## src/rtl/pipe_stage.sv

```systemverilog
// Two-entry (head + skid) pipeline register stage with valid/ready handshake,
// bubble hold, synchronous flush and a saturating back-pressure counter.
module pipe_stage #(
  parameter int unsigned WIDTH = 32,
  parameter int unsigned RD_W  = 5,
  parameter int unsigned CNT_W = 16
) (
  input  logic             clock,
  input  logic             reset,
  input  logic             in_valid,
  output logic             in_ready,
  input  logic [WIDTH-1:0] in_data,
  input  logic [RD_W-1:0]  in_rd,
  output logic             out_valid,
  input  logic             out_ready,
  output logic [WIDTH-1:0] out_data,
  output logic [RD_W-1:0]  out_rd,
  input  logic             hold,
  input  logic             flush,
  output logic [1:0]       occupancy,
  output logic [CNT_W-1:0] stall_cnt
);

  typedef enum logic [1:0] {
    EMPTY = 2'd0,
    ONE   = 2'd1,
    FULL  = 2'd2
  } state_e;

  state_e           state_q;
  logic [WIDTH-1:0] head_data_q, skid_data_q;
  logic [RD_W-1:0]  head_rd_q, skid_rd_q;
  logic [CNT_W-1:0] stall_q, stall_d;
  logic             push, pop;

  // Readiness depends only on local state and hold, never on out_ready.
  assign in_ready  = !hold && (state_q != FULL);
  assign out_valid = !hold && (state_q != EMPTY);
  assign push      = in_valid && in_ready;
  assign pop       = out_valid && out_ready;

  assign out_data  = out_valid ? head_data_q : '0;
  assign out_rd    = out_valid ? head_rd_q   : '0;
  assign occupancy = state_q;
  assign stall_cnt = stall_q;

  always_comb begin
    stall_d = stall_q;
    if (out_valid && !out_ready && (stall_q != '1)) begin
      stall_d = stall_q + CNT_W'(1);
    end
  end

  // Payload registers load only on a push or a skid-to-head move.
  always_ff @(posedge clock or negedge reset) begin
    if (!reset) begin
      state_q     <= EMPTY;
      head_data_q <= '0;
      head_rd_q   <= '0;
      skid_data_q <= '0;
      skid_rd_q   <= '0;
      stall_q     <= '0;
    end else begin
      stall_q <= stall_d;
      if (flush) begin
        state_q <= EMPTY;
      end else begin
        case (state_q)
          EMPTY: begin
            if (push) begin
              head_data_q <= in_data;
              head_rd_q   <= in_rd;
              state_q     <= ONE;
            end
          end
          ONE: begin
            if (push && pop) begin
              head_data_q <= in_data;
              head_rd_q   <= in_rd;
            end else if (push) begin
              skid_data_q <= in_data;
              skid_rd_q   <= in_rd;
              state_q     <= FULL;
            end else if (pop) begin
              state_q <= EMPTY;
            end
          end
          FULL: begin
            if (pop) begin
              head_data_q <= skid_data_q;
              head_rd_q   <= skid_rd_q;
              state_q     <= ONE;
            end
          end
          default: state_q <= EMPTY;
        endcase
      end
    end
  end

endmodule

```

## config.mk

```make
export PLATFORM = sky130hd
export DESIGN_NAME = pipe_stage
export DESIGN_NICKNAME = d
export VERILOG_FILES = /design/src/rtl/pipe_stage.sv
export SDC_FILE = /design/constraint.sdc
export NUM_CORES = 1
export LEC_CHECK = 0
export CAP_MARGIN = 40
export CORE_MARGIN = 3
export CORE_UTILIZATION = 45
export CTS_CLUSTER_DIAMETER = 150
export DETAILED_ROUTE_END_ITERATION = 8
export GPL_TIMING_DRIVEN = 0
export PLACE_DENSITY = 0.71
export RECOVER_POWER = 50
export SLEW_MARGIN = 5
export SYNTH_ARGS = -nofsm -noshare
export SYNTH_HDL_FRONTEND = slang
export SYNTH_SLANG_ARGS = --single-unit
export TNS_END_PERCENT = 20
```

## constraint.sdc

```tcl
create_clock -name clock -period 1.9 [get_ports clock]
set_input_delay 0.285 -clock clock [delete_from_list [all_inputs] [get_ports clock]]
set_output_delay 0.285 -clock clock [all_outputs]
set_load 0.02 [all_outputs]
```

==> impl_metrics.tcl, run 1 <==
set metrics [dict create \
    violations "negative setup slack" \
    yosysWarnings 0 \
    cp_max_fo 10 \
    drt_wl_total_um 9900 \
    tightest_slew_ns 1.10 \
    grt_pass1_vias 3225 \
    final-hold-violation-count 0 \
    cap_violations 0 \
    num_vias 3003 \
    synth_flop_cell "dfrtp_1" \
    avgSynthCellArea_um2 13.6 \
    htreeDepth 3 \
    grt_max_degree 50 \
    synth_area_mm2 0.00453 \
    start_util 0.477 \
    hold_class "flop to flop" \
    synth-edff-count 0 \
    finalSetupTns_ns -1.42 \
    critical_path.max_stage_delay_ns 0.45 \
    cts_buffers 9 \
    nNetsFinal 496 \
    yosys-top-cells-area "dfrtp_1, mux2_2, mux2_4, and2_1, xnor2_1" \
    syn_to_final_growth_pct 33.9 \
    endpoint_kind "flop" \
    critPathKind "flop to flop" \
    setup_viol 35 \
    die_h_um 106 \
    clk_pin_slew_ns 0.09 \
    antennaDiodeCount 0 \
    dp_hpwl_um 7040 \
    synth_top_area_frac 0.508 \
    arrival_ns 2.18 \
    cts_root_buffer "clkbuf_8" \
    async_reset_ff_frac 1.00 \
    worstHoldPathCells 1 \
    layout_common_cells "dfrtp_1, mux2_2, clkdlybuf4s50_1" \
    power.total_mw 5.04 \
    grt_pass1_wl_um 16400 \
    final-seq-area_mm2 0.00230 \
    fillers 768 \
    clk_latency_ns 0.35 \
    cp-start-kind "flop" \
    fmax_mhz 513 \
    dieArea_mm2 0.0113 \
    ios 100 \
    drc 0 \
    finClkSkew_ns 0.00857 \
    synth-seq-area-share 0.508 \
    firstDrtPassIters 4 \
    fin_crit_ns 1.95 \
    synth_cells 332 \
    drive_above_1_share 0.466 \
    place_congestion 0.777 \
    viasPerCell 5.12 \
    antenna_left 0 \
    ir_worst_vdd_mv 0.466 \
    syn-num-nets 376 \
    cts_num_sinks 92 \
    final-max-slew-violation-count 0 \
    required_ns 2.14 \
    cp_slowest_cell "dfrtp_2" \
    fin_crit_sh 1.03 \
    routedWlPerCell_um 16.9 \
    powerDensity_mw_per_mm2 831 \
    status "finished with violations" \
    port_buffers 99 \
    grt_setup_unrepaired "yes" \
    synth_top_cell_by_area "dfrtp_1" \
    multiInputGateArea_mm2 0.00215 \
    reg2regPathDepth 7 \
    final_common_cell "dfrtp_1" \
    first_iter_violations 69 \
    rows 35 \
    cts_buffer_depth 2 \
    cts_tree "done" \
    die_x_um 106 \
    ys_types 34 \
    p_leak_nw 2.83 \
    core_area_mm2 0.00950 \
    path_cells "buf_4 -> mux2i_1 -> a2bb2oi_1 -> or3_1 -> buf_8 -> buf_12 -> mux2_4" \
    maxSlewHeadroom 0.267 \
    ys_seq_elements 92 \
    worst_slack_ns -0.0476 \
    grt_overflow 0 \
    grt_use_total 0.184 \
    antenna_found_initial 0 \
]
-- cell usage after synthesis (all sizes together), types with 2 or more instances --
cell    instances
clkbuf          4
buf            12
xnor2           9
xor2            3
nor4            2
a21oi           2
inv             2
mux2          114
nand3           7
nor3            5
or2             2
and3            3
a31oi           3
and2           37
nand2           3
nor2            9
nand4           8
dfrtp          92
o21ai           5
-- what timing repair did --
item                                    in CTS  in global routing
hold buffers                                 1                  0
hold endpoints to repair                    43                  0
gates cloned                                 0                  0
gates resized for setup                    167                 36
endpoints found under the setup margin      69                 80
pin swaps                                    1                  1
buffers inserted                             5                  3
-- metrics by stage --
| stage | hold slack (ns) | std cells | util | worst slack [ns] | cell area (um^2) |
|---|---|---|---|---|---|
| 2_1_floorplan | -0.0106 | 332 | - | 0.0133 | 4530 |
| 3_3_place_gp | 0.478 | 560 | 0.598 | -2.92 | 5680 |
| 3_5_place_dp | 0.330 | 561 | 0.601 | -1.08 | 5710 |
| 4_1_cts | 0.471 | 583 | 0.628 | -0.145 | 5970 |
| 5_1_grt | 0.516 | 586 | 0.638 | -0.108 | 6070 |
| 6_report | 0.504 | 586 | 0.638 | -0.0476 | 6070 |
-- path summary, 6_finish.rpt --
kind | startpoint | endpoint | slack, ns
setup reg to reg | occupancy[1] | head_data_q[8] | -0.05
min in group asynchronous | reset | skid_data_q[20] | 0.66
max in group asynchronous | reset | head_data_q[4] | 0.25
setup / recovery | occupancy[1] | head_data_q[8] | -0.05
hold reg to reg | head_data_q[26] | head_data_q[26] | 0.50
hold / removal | head_data_q[26] | head_data_q[26] | 0.50
-- where the power goes --
group          leakage [nW]  internal, mW  total (mW)  switching (mW)
clock                 0.122         0.910        1.59           0.678
combinational          1.53         0.608       0.953           0.345
sequential             1.17          2.30        2.50           0.204
total                  2.83          3.81        5.04            1.23
-- critical path: cells and delay by family (launching register included) --
kind	cells	cell delay (ns)
and+or+nand+nor	1	0.34
AOI/OAI and AO/OA	1	0.15
DFF	1	0.45
muxes	2	0.42
buffers and inverters	3	0.47
-- per-layer routing --
| layer | track usage | vias to the layer above | part of all wire |
|---|---|---|---|
| li1 | - | 1420 | - |
| met1 | 0.234 | 1516 | 0.44 |
| met2 | 0.309 | 60 | 0.50 |
| met3 | 0.0443 | 7 | 0.048 |
| met4 | 0.0592 | 0 | 0.0085 |
| met5 | 0 | - | 0 |
-- cell type report --
type                       instances  share of cell area
clock inverter                     6              0.0184
timing repair buffer             109               0.160
inverter                           2             0.00124
buffer                            16              0.0367
sequential                        92               0.380
clock buffer                      10              0.0227
multi-input combinational        222               0.354
tap                              129              0.0266
-- flip-flops by register name (all words and copies together), names as in the netlist --
signal	count
skid_rd_q	5
head_data_q	32
skid_data_q	32
occupancy	2
stall_cnt	16
head_rd_q	5
-- cell families (layout without fill, tap and decap cells) --
| group | after synthesis | count (layout) | synth area share |
|---|---|---|---|
| XOR/XNOR | 12 | 12 | 0.0232 |
| AND/OR/NAND/NOR | 82 | 82 | 0.107 |
| multiplexers | 115 | 115 | 0.310 |
| buffers and inverters | 18 | 143 | 0.0331 |
| flip-flops | 92 | 92 | 0.508 |
| AO/OA/AOI/OAI | 12 | 12 | 0.0155 |
| adder cells (fa/ha/maj) | 1 | 1 | 0.00276 |
No activity file was read; power rests on OpenSTA's default activity.
==> run 2: changes to the inputs <==
GPL_ROUTABILITY_DRIVEN = 1   (was default)
==> results of run 2 <==
Same layout as run 1: the final DEF is identical, and so are final timing and power.
==> run 3: changes to the inputs <==
CTS_CLUSTER_SIZE = 28   (was default)
==> results of run 3 <==
Same layout as run 1: the final DEF is identical, and so are final timing and power.
